`src/rtl/hazard_ctrl_pkg.sv`:
```
// Shared types and defaults for the MIPS hazard/pipeline-control sequencer.
package hazard_ctrl_pkg;

  typedef enum logic [1:0] {
    RUN   = 2'd0,
    STALL = 2'd1,
    WAIT  = 2'd2
  } hazard_state_t;

  localparam int LB_STALL_DEF = 2;
  localparam int CNT_STATE_W  = 2;

endpackage

```
`src/rtl/hazard_ctrl_if.sv`:
```
// Bundle between the pipeline datapath (master) and the hazard sequencer (slave).
interface hazard_ctrl_if #(
  parameter int REG_BITS  = 5,
  parameter int CNT_WIDTH = 16
);
  logic [REG_BITS-1:0]  rs_D, rt_D, writereg_E, writereg_M;
  logic                 RegWrite_E, MemtoReg_E, MemtoReg_M;
  logic                 branch_D, jump_D, jregister_D, branch_taken_D;
  logic                 dmem_ready;
  logic                 bubble_sel;
  logic                 stall_F, stall_D, stall_E, stall_M;
  logic                 flush_D, flush_E;
  logic [CNT_WIDTH-1:0] stall_cycles, flush_count;

  modport master (
    output rs_D, rt_D, writereg_E, writereg_M, RegWrite_E, MemtoReg_E, MemtoReg_M,
           branch_D, jump_D, jregister_D, branch_taken_D, dmem_ready,
    input  bubble_sel, stall_F, stall_D, stall_E, stall_M, flush_D, flush_E,
           stall_cycles, flush_count
  );

  modport slave (
    input  rs_D, rt_D, writereg_E, writereg_M, RegWrite_E, MemtoReg_E, MemtoReg_M,
           branch_D, jump_D, jregister_D, branch_taken_D, dmem_ready,
    output bubble_sel, stall_F, stall_D, stall_E, stall_M, flush_D, flush_E,
           stall_cycles, flush_count
  );
endinterface

```
`src/rtl/hazard_ctrl_cmp.sv`:
```
// Combinational ID-stage register compare: load-use / branch-operand hazards and stall length.
module hazard_cmp #(
  parameter int REG_BITS = 5,
  parameter int LB_STALL = 2
) (
  input  logic [REG_BITS-1:0] rs_D,
  input  logic [REG_BITS-1:0] rt_D,
  input  logic [REG_BITS-1:0] writereg_E,
  input  logic [REG_BITS-1:0] writereg_M,
  input  logic                RegWrite_E,
  input  logic                MemtoReg_E,
  input  logic                MemtoReg_M,
  input  logic                branch_D,
  input  logic                jregister_D,
  output logic                lw_hz,
  output logic                br_hz,
  output logic [2:0]          stall_len
);

  logic rs_e, rt_e, rs_m, rt_m;
  logic match_e, match_m, ctl_flow;

  // $0 is hardwired, so it can never be a real producer/consumer pair.
  assign rs_e = (rs_D != '0) && (rs_D == writereg_E);
  assign rt_e = (rt_D != '0) && (rt_D == writereg_E);
  assign rs_m = (rs_D != '0) && (rs_D == writereg_M);
  assign rt_m = (rt_D != '0) && (rt_D == writereg_M);

  // jr reads only rs; branches read both operands.
  assign match_e  = rs_e | (branch_D & rt_e);
  assign match_m  = rs_m | (branch_D & rt_m);
  assign ctl_flow = branch_D | jregister_D;

  assign lw_hz = MemtoReg_E & (rs_e | rt_e);
  assign br_hz = ctl_flow & ((RegWrite_E & match_e) | (MemtoReg_M & match_m));

  assign stall_len = (ctl_flow && MemtoReg_E && match_e) ? 3'(LB_STALL) : 3'd1;

endmodule

```
`src/rtl/hazard_ctrl.sv`:
```
// Hazard/stall/flush sequencer for the five-stage pipeline with saturating event counters.
module hazard_ctrl
  import hazard_ctrl_pkg::*;
#(
  parameter int REG_BITS  = 5,
  parameter int CNT_WIDTH = 16,
  parameter int LB_STALL  = LB_STALL_DEF
) (
  input  logic         clk,
  input  logic         reset,
  hazard_ctrl_if.slave hz
);

  hazard_state_t          state, state_n;
  logic [CNT_STATE_W-1:0] cnt, cnt_n;
  logic [CNT_WIDTH-1:0]   stall_cnt, flush_cnt;
  logic                   lw_hz, br_hz, hazard, redirect;
  logic [2:0]             stall_len;
  logic                   bubble, st_f, st_d, st_e, st_m, fl_d, fl_e;

  function automatic logic [CNT_WIDTH-1:0] sat_inc(input logic [CNT_WIDTH-1:0] v);
    return (v == '1) ? v : v + 1'b1;
  endfunction

  hazard_cmp #(.REG_BITS(REG_BITS), .LB_STALL(LB_STALL)) u_cmp (
    .rs_D        (hz.rs_D),
    .rt_D        (hz.rt_D),
    .writereg_E  (hz.writereg_E),
    .writereg_M  (hz.writereg_M),
    .RegWrite_E  (hz.RegWrite_E),
    .MemtoReg_E  (hz.MemtoReg_E),
    .MemtoReg_M  (hz.MemtoReg_M),
    .branch_D    (hz.branch_D),
    .jregister_D (hz.jregister_D),
    .lw_hz       (lw_hz),
    .br_hz       (br_hz),
    .stall_len   (stall_len)
  );

  assign hazard   = lw_hz | br_hz;
  assign redirect = hz.branch_taken_D | hz.jump_D | hz.jregister_D;

  // WAIT with memory ready behaves exactly like RUN in the same cycle.
  always_comb begin
    state_n = state;
    cnt_n   = cnt;
    bubble  = 1'b0;
    st_f    = 1'b0;
    st_d    = 1'b0;
    st_e    = 1'b0;
    st_m    = 1'b0;
    fl_d    = 1'b0;
    fl_e    = 1'b0;
    if (!reset) begin
      case (state)
        RUN, WAIT: begin
          if (!hz.dmem_ready) begin
            {st_f, st_d, st_e, st_m} = 4'b1111;
            state_n = WAIT;
          end else begin
            state_n = RUN;
            if (hazard) begin
              {bubble, st_f, st_d, fl_e} = 4'b1111;
              if (stall_len > 3'd1) begin
                cnt_n   = CNT_STATE_W'(stall_len - 3'd1);
                state_n = STALL;
              end
            end else if (redirect) begin
              fl_d = 1'b1;
            end
          end
        end
        STALL: begin
          if (!hz.dmem_ready) begin
            {st_f, st_d, st_e, st_m} = 4'b1111;
          end else begin
            {bubble, st_f, st_d, fl_e} = 4'b1111;
            cnt_n = cnt - 1'b1;
            if (cnt == CNT_STATE_W'(1)) state_n = RUN;
          end
        end
        default: state_n = RUN;
      endcase
    end
  end

  always_ff @(posedge clk) begin
    if (reset) begin
      state     <= RUN;
      cnt       <= '0;
      stall_cnt <= '0;
      flush_cnt <= '0;
    end else begin
      state <= state_n;
      cnt   <= cnt_n;
      if (st_f) stall_cnt <= sat_inc(stall_cnt);
      if (fl_d) flush_cnt <= sat_inc(flush_cnt);
    end
  end

  assign hz.bubble_sel   = bubble;
  assign hz.stall_F      = st_f;
  assign hz.stall_D      = st_d;
  assign hz.stall_E      = st_e;
  assign hz.stall_M      = st_m;
  assign hz.flush_D      = fl_d;
  assign hz.flush_E      = fl_e;
  assign hz.stall_cycles = reset ? '0 : stall_cnt;
  assign hz.flush_count  = reset ? '0 : flush_cnt;

endmodule

```
`src/flat_wrapper.sv`:
```
// flat-port wrapper written by rule: the top's interface ports become plain ports
module hazard_ctrl_flat import hazard_ctrl_pkg::*;
#(
  parameter int REG_BITS  = 5,
  parameter int CNT_WIDTH = 16,
  parameter int LB_STALL  = LB_STALL_DEF
)
  (clk, reset, hz_rs_D, hz_rt_D, hz_writereg_E, hz_writereg_M, hz_RegWrite_E, hz_MemtoReg_E, hz_MemtoReg_M, hz_branch_D, hz_jump_D, hz_jregister_D, hz_branch_taken_D, hz_dmem_ready, hz_bubble_sel, hz_stall_F, hz_stall_D, hz_stall_E, hz_stall_M, hz_flush_D, hz_flush_E, hz_stall_cycles, hz_flush_count);
  hazard_ctrl_if #(.REG_BITS(REG_BITS), .CNT_WIDTH(CNT_WIDTH)) hz_i ();
  input  logic clk;
  input  logic reset;
  input wire logic [$bits(hz_i.rs_D)-1:0] hz_rs_D;
  input wire logic [$bits(hz_i.rt_D)-1:0] hz_rt_D;
  input wire logic [$bits(hz_i.writereg_E)-1:0] hz_writereg_E;
  input wire logic [$bits(hz_i.writereg_M)-1:0] hz_writereg_M;
  input wire logic [$bits(hz_i.RegWrite_E)-1:0] hz_RegWrite_E;
  input wire logic [$bits(hz_i.MemtoReg_E)-1:0] hz_MemtoReg_E;
  input wire logic [$bits(hz_i.MemtoReg_M)-1:0] hz_MemtoReg_M;
  input wire logic [$bits(hz_i.branch_D)-1:0] hz_branch_D;
  input wire logic [$bits(hz_i.jump_D)-1:0] hz_jump_D;
  input wire logic [$bits(hz_i.jregister_D)-1:0] hz_jregister_D;
  input wire logic [$bits(hz_i.branch_taken_D)-1:0] hz_branch_taken_D;
  input wire logic [$bits(hz_i.dmem_ready)-1:0] hz_dmem_ready;
  output wire logic [$bits(hz_i.bubble_sel)-1:0] hz_bubble_sel;
  output wire logic [$bits(hz_i.stall_F)-1:0] hz_stall_F;
  output wire logic [$bits(hz_i.stall_D)-1:0] hz_stall_D;
  output wire logic [$bits(hz_i.stall_E)-1:0] hz_stall_E;
  output wire logic [$bits(hz_i.stall_M)-1:0] hz_stall_M;
  output wire logic [$bits(hz_i.flush_D)-1:0] hz_flush_D;
  output wire logic [$bits(hz_i.flush_E)-1:0] hz_flush_E;
  output wire logic [$bits(hz_i.stall_cycles)-1:0] hz_stall_cycles;
  output wire logic [$bits(hz_i.flush_count)-1:0] hz_flush_count;
  assign hz_i.rs_D = hz_rs_D;
  assign hz_i.rt_D = hz_rt_D;
  assign hz_i.writereg_E = hz_writereg_E;
  assign hz_i.writereg_M = hz_writereg_M;
  assign hz_i.RegWrite_E = hz_RegWrite_E;
  assign hz_i.MemtoReg_E = hz_MemtoReg_E;
  assign hz_i.MemtoReg_M = hz_MemtoReg_M;
  assign hz_i.branch_D = hz_branch_D;
  assign hz_i.jump_D = hz_jump_D;
  assign hz_i.jregister_D = hz_jregister_D;
  assign hz_i.branch_taken_D = hz_branch_taken_D;
  assign hz_i.dmem_ready = hz_dmem_ready;
  assign hz_bubble_sel = hz_i.bubble_sel;
  assign hz_stall_F = hz_i.stall_F;
  assign hz_stall_D = hz_i.stall_D;
  assign hz_stall_E = hz_i.stall_E;
  assign hz_stall_M = hz_i.stall_M;
  assign hz_flush_D = hz_i.flush_D;
  assign hz_flush_E = hz_i.flush_E;
  assign hz_stall_cycles = hz_i.stall_cycles;
  assign hz_flush_count = hz_i.flush_count;
  hazard_ctrl #(.REG_BITS(REG_BITS), .CNT_WIDTH(CNT_WIDTH), .LB_STALL(LB_STALL)) u_core (.clk(clk), .reset(reset), .hz(hz_i));
endmodule
```
`config.mk`:
```
export PLATFORM = sky130hd
export DESIGN_NAME = hazard_ctrl_flat
export DESIGN_NICKNAME = d
export VERILOG_FILES = /design/src/rtl/hazard_ctrl_pkg.sv /design/src/rtl/hazard_ctrl_if.sv /design/src/rtl/hazard_ctrl_cmp.sv /design/src/rtl/hazard_ctrl.sv /design/src/flat_wrapper.sv
export SDC_FILE = /design/constraint.sdc
export NUM_CORES = 1
export LEC_CHECK = 0
export ABC_AREA = 0
export CORE_ASPECT_RATIO = 0.75
export CORE_UTILIZATION = 39
export CTS_BUF_LIST = sky130_fd_sc_hd__clkbuf_16
export DETAILED_ROUTE_END_ITERATION = 8
export PLACE_DENSITY_LB_ADDON = 0.15
export SYNTH_ARGS = -nofsm -noshare
export SYNTH_HDL_FRONTEND = slang
export SYNTH_HIERARCHICAL = 1
export SYNTH_SLANG_ARGS = --single-unit
export TNS_END_PERCENT = 20
```
`constraint.sdc`:
```
create_clock -name clk -period 3.6 [get_ports clk]
set_clock_uncertainty 0.15 [all_clocks]
set_input_delay 0.72 -clock clk [delete_from_list [all_inputs] [get_ports clk]]
set_output_delay 0.72 -clock clk [all_outputs]
set_load 0.02 [all_outputs]
```
# After elaboration in Yosys (flattened, before gate mapping)
# Cells that the tools add are included.
# Widths: inputs -> output; s select.
[totals] ff_bits=36 inputBits=30 out_inout_bits=39 word_cells=85
[op_classes] add_sub_neg=4 n_lt_le_gt_ge=1 n_eq_ne=14 muxes=30 n_bitwise=16 n_reduce_logical=16
[op_table] op="$add 16x1->16 const B" n=2
[op_table] op="$eq 16x16->1 const B" n=2
[op_table] op="$mux 16" n=2
[op_table] op="$eq 5x5->1" n=4
[op_table] op="$mux 2" n=9
[op_table] op="$mux 1" n=15
[op_table] op="$reduce_bool 5->1" n=2
[op_table] op="$or 1x1->1" n=8
[op_table] op="$pmux 2 s2" n=2
[op_table] op="$and 1x1->1" n=6
[op_table] op="$logic_and 1x1->1" n=6
[op_table] op="$ne 2x1->1 const B" n=3
[op_table] op="$reduce_and 2->1" n=3
[op_table] op="$reduce_and 5->1" n=1
[op_table] op="$eq 2x1->1 const B" n=2
[op_table] op="$ne 2x2->1 const B" n=2
[op_table] op="$pmux 1 s2" n=2
[op_table] op="$sub 2x1->2 const B" n=2
[op_table] op="$reduce_or 3->1" n=1
[op_table] op="$eq 2x2->1 const B" n=1
[op_table] op="$gt 2x1->1 const B" n=1
[op_table] op="$logic_not 2->1" n=1
[op_table] op="$not 1->1" n=2
[op_table] op="$reduce_bool 2->1" n=1
[op_table] op="$reduce_or 2->1" n=1

# Logic depth before layout (Yosys ltp)
# Gate-level depths: netlist of run 1.
[depth] depth_word=13 mapped_depth=10 ltp_nobuf=10

# By module
# The synthesis of run 1 kept the hierarchy.
[modules_own_cells] mod="hazard_ctrl" n_inst=1 cells_each=260 area_each_um2=2102.0 seq_area_each_um2=720.7
[modules_own_cells] mod="hazard_cmp" n_inst=1 cells_each=44 area_each_um2=334.1 seq_area_each_um2=0.0

# Worst setup path before layout of run 1
# OpenSTA, ideal clock, no wires.
[synth_timing] path_type="input to output" from="input hz_rs_D[0]" to="output hz_flush_D" arrival_ps=2748 t_required_ps=2730 setup_slack_ps=-18 path_stages=8 path_buffers=1 cell_sequence="nor3_2 > a211oi_1 > a32o_1 > a32o_1 > or4b_4 > or3_1 > clkbuf_1 > inv_1"
[synth_via] elab_chain_len=11 word_cells_on_any_way=18 cone_classes="2 x eq/ne; 4 x mux; 9 x bitwise; 3 x reduce/logical"
[synth_lines] element="from (decl)" line="flat_wrapper.sv:12" source="input wire logic [$bits(hz_i.rs_D)-1:0] hz_rs_D;"
[synth_lines] element="$eq 5x5->1, or another cell as far along" line="hazard_ctrl_cmp.sv:24" source="assign rs_e = (rs_D != '0) && (rs_D == writereg_E);"
[synth_lines] element="$logic_and 1x1->1, on equally long branches" line="hazard_ctrl_cmp.sv:24, hazard_ctrl_cmp.sv:26"
[synth_lines] element="$or 1x1->1, on equally long branches" line="hazard_ctrl_cmp.sv:30, hazard_ctrl_cmp.sv:31"
[synth_lines] element="$and 1x1->1" line="hazard_ctrl_cmp.sv:35" source="assign br_hz = ctl_flow & ((RegWrite_E & match_e) | (MemtoReg_M & match_m));"
[synth_lines] element="$or 1x1->1 *" line="hazard_ctrl_cmp.sv:35"
[synth_lines] element="$and 1x1->1 *" line="hazard_ctrl_cmp.sv:35"
[synth_lines] element="named net u_core.br_hz" line="hazard_ctrl.sv:17" source="logic lw_hz, br_hz, hazard, redirect;"
[synth_lines] element="$or 1x1->1 *" line="hazard_ctrl.sv:40" source="assign hazard = lw_hz | br_hz;"
[synth_lines] element="$mux 1 *" line="hazard_ctrl.sv:62" source="if (hazard) begin"
[synth_lines] element="$mux 1 *" line="hazard_ctrl.sv:57" source="if (!hz.dmem_ready) begin"
[synth_lines] element="$mux 1 *" line="hazard_ctrl.sv:55" source="case (state)"
[synth_lines] element="$mux 1 *" line="hazard_ctrl.sv:54" source="if (!reset) begin"
[synth_lines] element="to (decl)" line="flat_wrapper.sv:29" source="output wire logic [$bits(hz_i.flush_D)-1:0] hz_flush_D;"
# The timed path passes the listed nets; every way through them passes the cells marked *.

# Worst setup path in the final report of run 1
[layout_timing] from="input hz_rs_D[1]" to="output hz_flush_D"
# Same word-level chain as after synthesis.

==> results of run 1 <==
[per-layer routing]
metal | part of all wire, % | vias up | global-route usage (%)
met1 | 51 | 1165 | 27.12
met2 | 43 | 52 | 30.39
li1 | - | 1270 | -
met5 | 0 | - | 0
met3 | 4.9 | 7 | 5.664
met4 | 0.63 | 0 | 4.957
[registers in the layout, summed over array words and instances (netlist names)]
name	flops
u_core/cnt	2
u_core/state	2
u_core/flush_cnt	16
u_core/stall_cnt	16
[layout by cell type (no fill, tap or decap), types with 6 or more instances in the layout]
master           Yosys  final
buf_4                4     22
dfxtp_1             36     36
nand2_1             16     16
o21ai_0              8      8
mux2_2              14     14
o31ai_1             10     10
clkdlybuf4s50_1      0     41
buf_2                0     17
nand3_1             10     10
inv_1               15     15
nor2b_1             27     27
xor2_1              13     13
a21oi_1             15     15
nand4_1             13     13
nor3_1              10      9
nor4_1               9      7
dlygate4sd2_1        0      6
or3_1                7      6
xnor2_1              7      7
nor2_1              24     23
or4_1                7      6
[worst reg2reg max path, stage by stage, from the launching register on]
cell,delay [ns]
dfxtp_1,0.37
or4b_4,0.56
buf_4,0.17
or4_4,0.57
nor4_1,0.29
mux2_2,0.38
[final timing paths]
check / end / slack, ns / depth (start not counted)
setup reg to reg: u_core/flush_cnt[15]$_SDFFE_PP0P_ / 1.01 / 5
hold reg to reg: u_core/stall_cnt[6]$_SDFFE_PP0P_ / 0.34 / 2
setup / recovery: hz_flush_D / -0.004 / 9
hold / removal: u_core/stall_cnt[6]$_SDFFE_PP0P_ / 0.34 / 2
[stage by stage]
step | area [um2] | TNS, ns | total power [uW]
2_1_floorplan | 2436 | 0 | 486.9
5_1_grt | 3393 | -0.06583 | 1004
3_3_place_gp | 3287 | -10.99 | 563.2
6_report | 3393 | -0.003999 | 955.5
4_1_cts | 3392 | 0 | 965.5
3_5_place_dp | 3287 | -12.71 | 563.7
[layout make-up]
| type | instances | area [um2] |
|---|---|---|
| flip-flops and latches | 36 | 720.7 |
| well taps | 78 | 97.59 |
| fillers | 557 | 2522 |
| clock buffers | 5 | 125.1 |
| clock inverters | 2 | 8.758 |
| repair buffers | 90 | 760.7 |
| multi-input cells | 236 | 1622 |
| inverters | 15 | 58.81 |
[repair_timing]
action                     in CTS  in global routing
setup endpoints to repair      18                  6
setup buffers                   1                  0
pin swaps                      20                  3
resized for setup              89                  6
hold endpoints to repair        0                  0
[power by group through the flow]
stage | clock network, uW | logic (uW) | registers (uW)
global placement | 0 | 148 | 415
CTS | 414 | 144 | 407
finish | 404 | 145 | 407
global route | 439 | 158 | 408
detailed placement | 0 | 148 | 416
floorplan | 0 | 72.6 | 414
[kinds of logic after synthesis]
group / after synthesis
adders and majority gates: 4
other: 1
muxes: 14
buffers and inverters: 32
and+or+nand+nor: 141
AOI/OAI and AO/OA: 56
xor gates and xnor gates: 20
DFF: 36
==> reports/summary.txt, run 1 <==
Num CTS Buffers = 5
Fin. Hold Viols = 0
DIE AREA = 6570 um2
max cap viols = 0
DR iter-0 viols = 157
Non-Filler Instances = 462
Distinct cells, synth = 51
Initial Util = 41.18%
clock-pin slew on the worst setup and hold paths = 0.06 ns
Int Pwr = 721.4 uW
worst-path fanout max = 3
vias in the first global route = 2207
DPL Wire Length = 4529 um
post-synth top area share = 29.58%
Final nets = 418
Syn Nets = 338
Slew Limit Fails = 0
Synth Register Bits = 36
Sw Ratio = 24.49%
Worst R2R Start = u_core/state[0]$_SDFFE_PP0P_
post-route minimum period = 3.604 ns
n_diodes = 0
Compound-Gate Fraction of Synth Area = 15.72%
Rows = 24
top post-synthesis cells by area = dfxtp_1 (30%), nor2b_1 (6.9%), mux2_2 (6.5%)
clock sinks = 36
largest family of logic cells by synthesized area = simple AND/OR/NAND/NOR gates
drt pass-1 iters = 4
total leakage power = 0.001275 uW
Seq pwr share = 42.6%
Setup WS post-layout = -0.003999 ns
most instantiated cells after synthesis = dfxtp_1 (36), nor2b_1 (27), nor2_1 (24)
count leader, synth = dfxtp_1
Hold Crit Start = u_core/stall_cnt[6]$_SDFFE_PP0P_
Primary FF master, synth = dfxtp_1
worst hold margin = 0.3433 ns
failing checks = negative setup slack
GRT overflow = 0
cts hold-fix bufs = 0
H-tree depth = 2
EDFF count, synth = 0
Pwr Density = 281.6 nW/um2
total track usage = 19.79%
Final Util = 57.36%
fmax = 0.2775 GHz
root buffer cell = clkbuf_16
cell taking the most area after synthesis = dfxtp_1
Setup CP Type = in -> out
Final Cycle Share = 100.1%
Skew-Pair Late Insertion Delay = 0.28 ns
worst-path cell chain = buf_2 -> nor3_4 -> a211oi_2 -> a32o_2 -> a32o_2 -> or4b_4 -> or3_4 -> inv_4 -> buf_6
crit path capture type = output port
sw power = 234.0 uW
layout cells sized above 1 = 21.09%
Worst Max-Slew Pin Slew = 1.162 ns
Max IR drop VDD = 0.2130 mV
multiplexer share of the synthesized area = 6.471%
Core Area = 5916 um2
most used cell, CP = a32o_2
FFs w/ async S/R, synth = 0%
CTS tree = yes
Netlist Area Pre-Place = 2436 um2
slowest cell delay on critical path = 0.49 ns
port buffer count = 68
run status = finished with violations
Hold WC Path Type = reg -> reg
via count = 2494
Routed Antenna Nets = 0
Synth Area per Inst = 8.013 um2
highest-delay cell along the critical path = or4b_4
Routed WL per cell = 13.38 um
Synth Warn # = 6
DRC Markers = 0
startpoint types = input port
RSZ-0062 raised after global routing = yes
Data arrival, critical path = 2.73 ns
Rel. slew slack = 21.82%
RePlAce Congestion = 0.8101
final wirelength = 6182 um
Critical path buffers and inverters = 3
placed insts = 454
cells after synthesis = 304
Synth Area in XOR/XNOR = 7.191%
CP startpoint = hz_rs_D[1]
global-route wire length before repair = 10250 um
Via density = 5.398
sequential share of the synthesized area = 29.58%
Top-Level Pins = 69
clock share of power = 42.2%
Area Growth Syn to Fin = 39.29%
largest net degree at the start of global routing = 27
Die Ht = 70.45 um
Simple-Gate Fraction of Synth Area = 32.97%
delay-heaviest family, CP = simple AND/OR/NAND/NOR gates
initial antenna violation count = 0
Final setup viols = 1
Place WS = -0.9638 ns
width of the die = 93.26 um
Comb pwr share = 15.1%
Max Buffers Root-to-Sink = 2
Worst Path Required = 2.73 ns
adder-cell share of the synthesized area = 2.054%
Note: power is estimated with default switching activity, not from simulation.
==> run 2, diff against run 1 <==
Settings changed: CTS_CLUSTER_SIZE set to 12.
==> results of run 2 <==
Same layout as run 1: the final DEF is identical, and so are final timing and power.
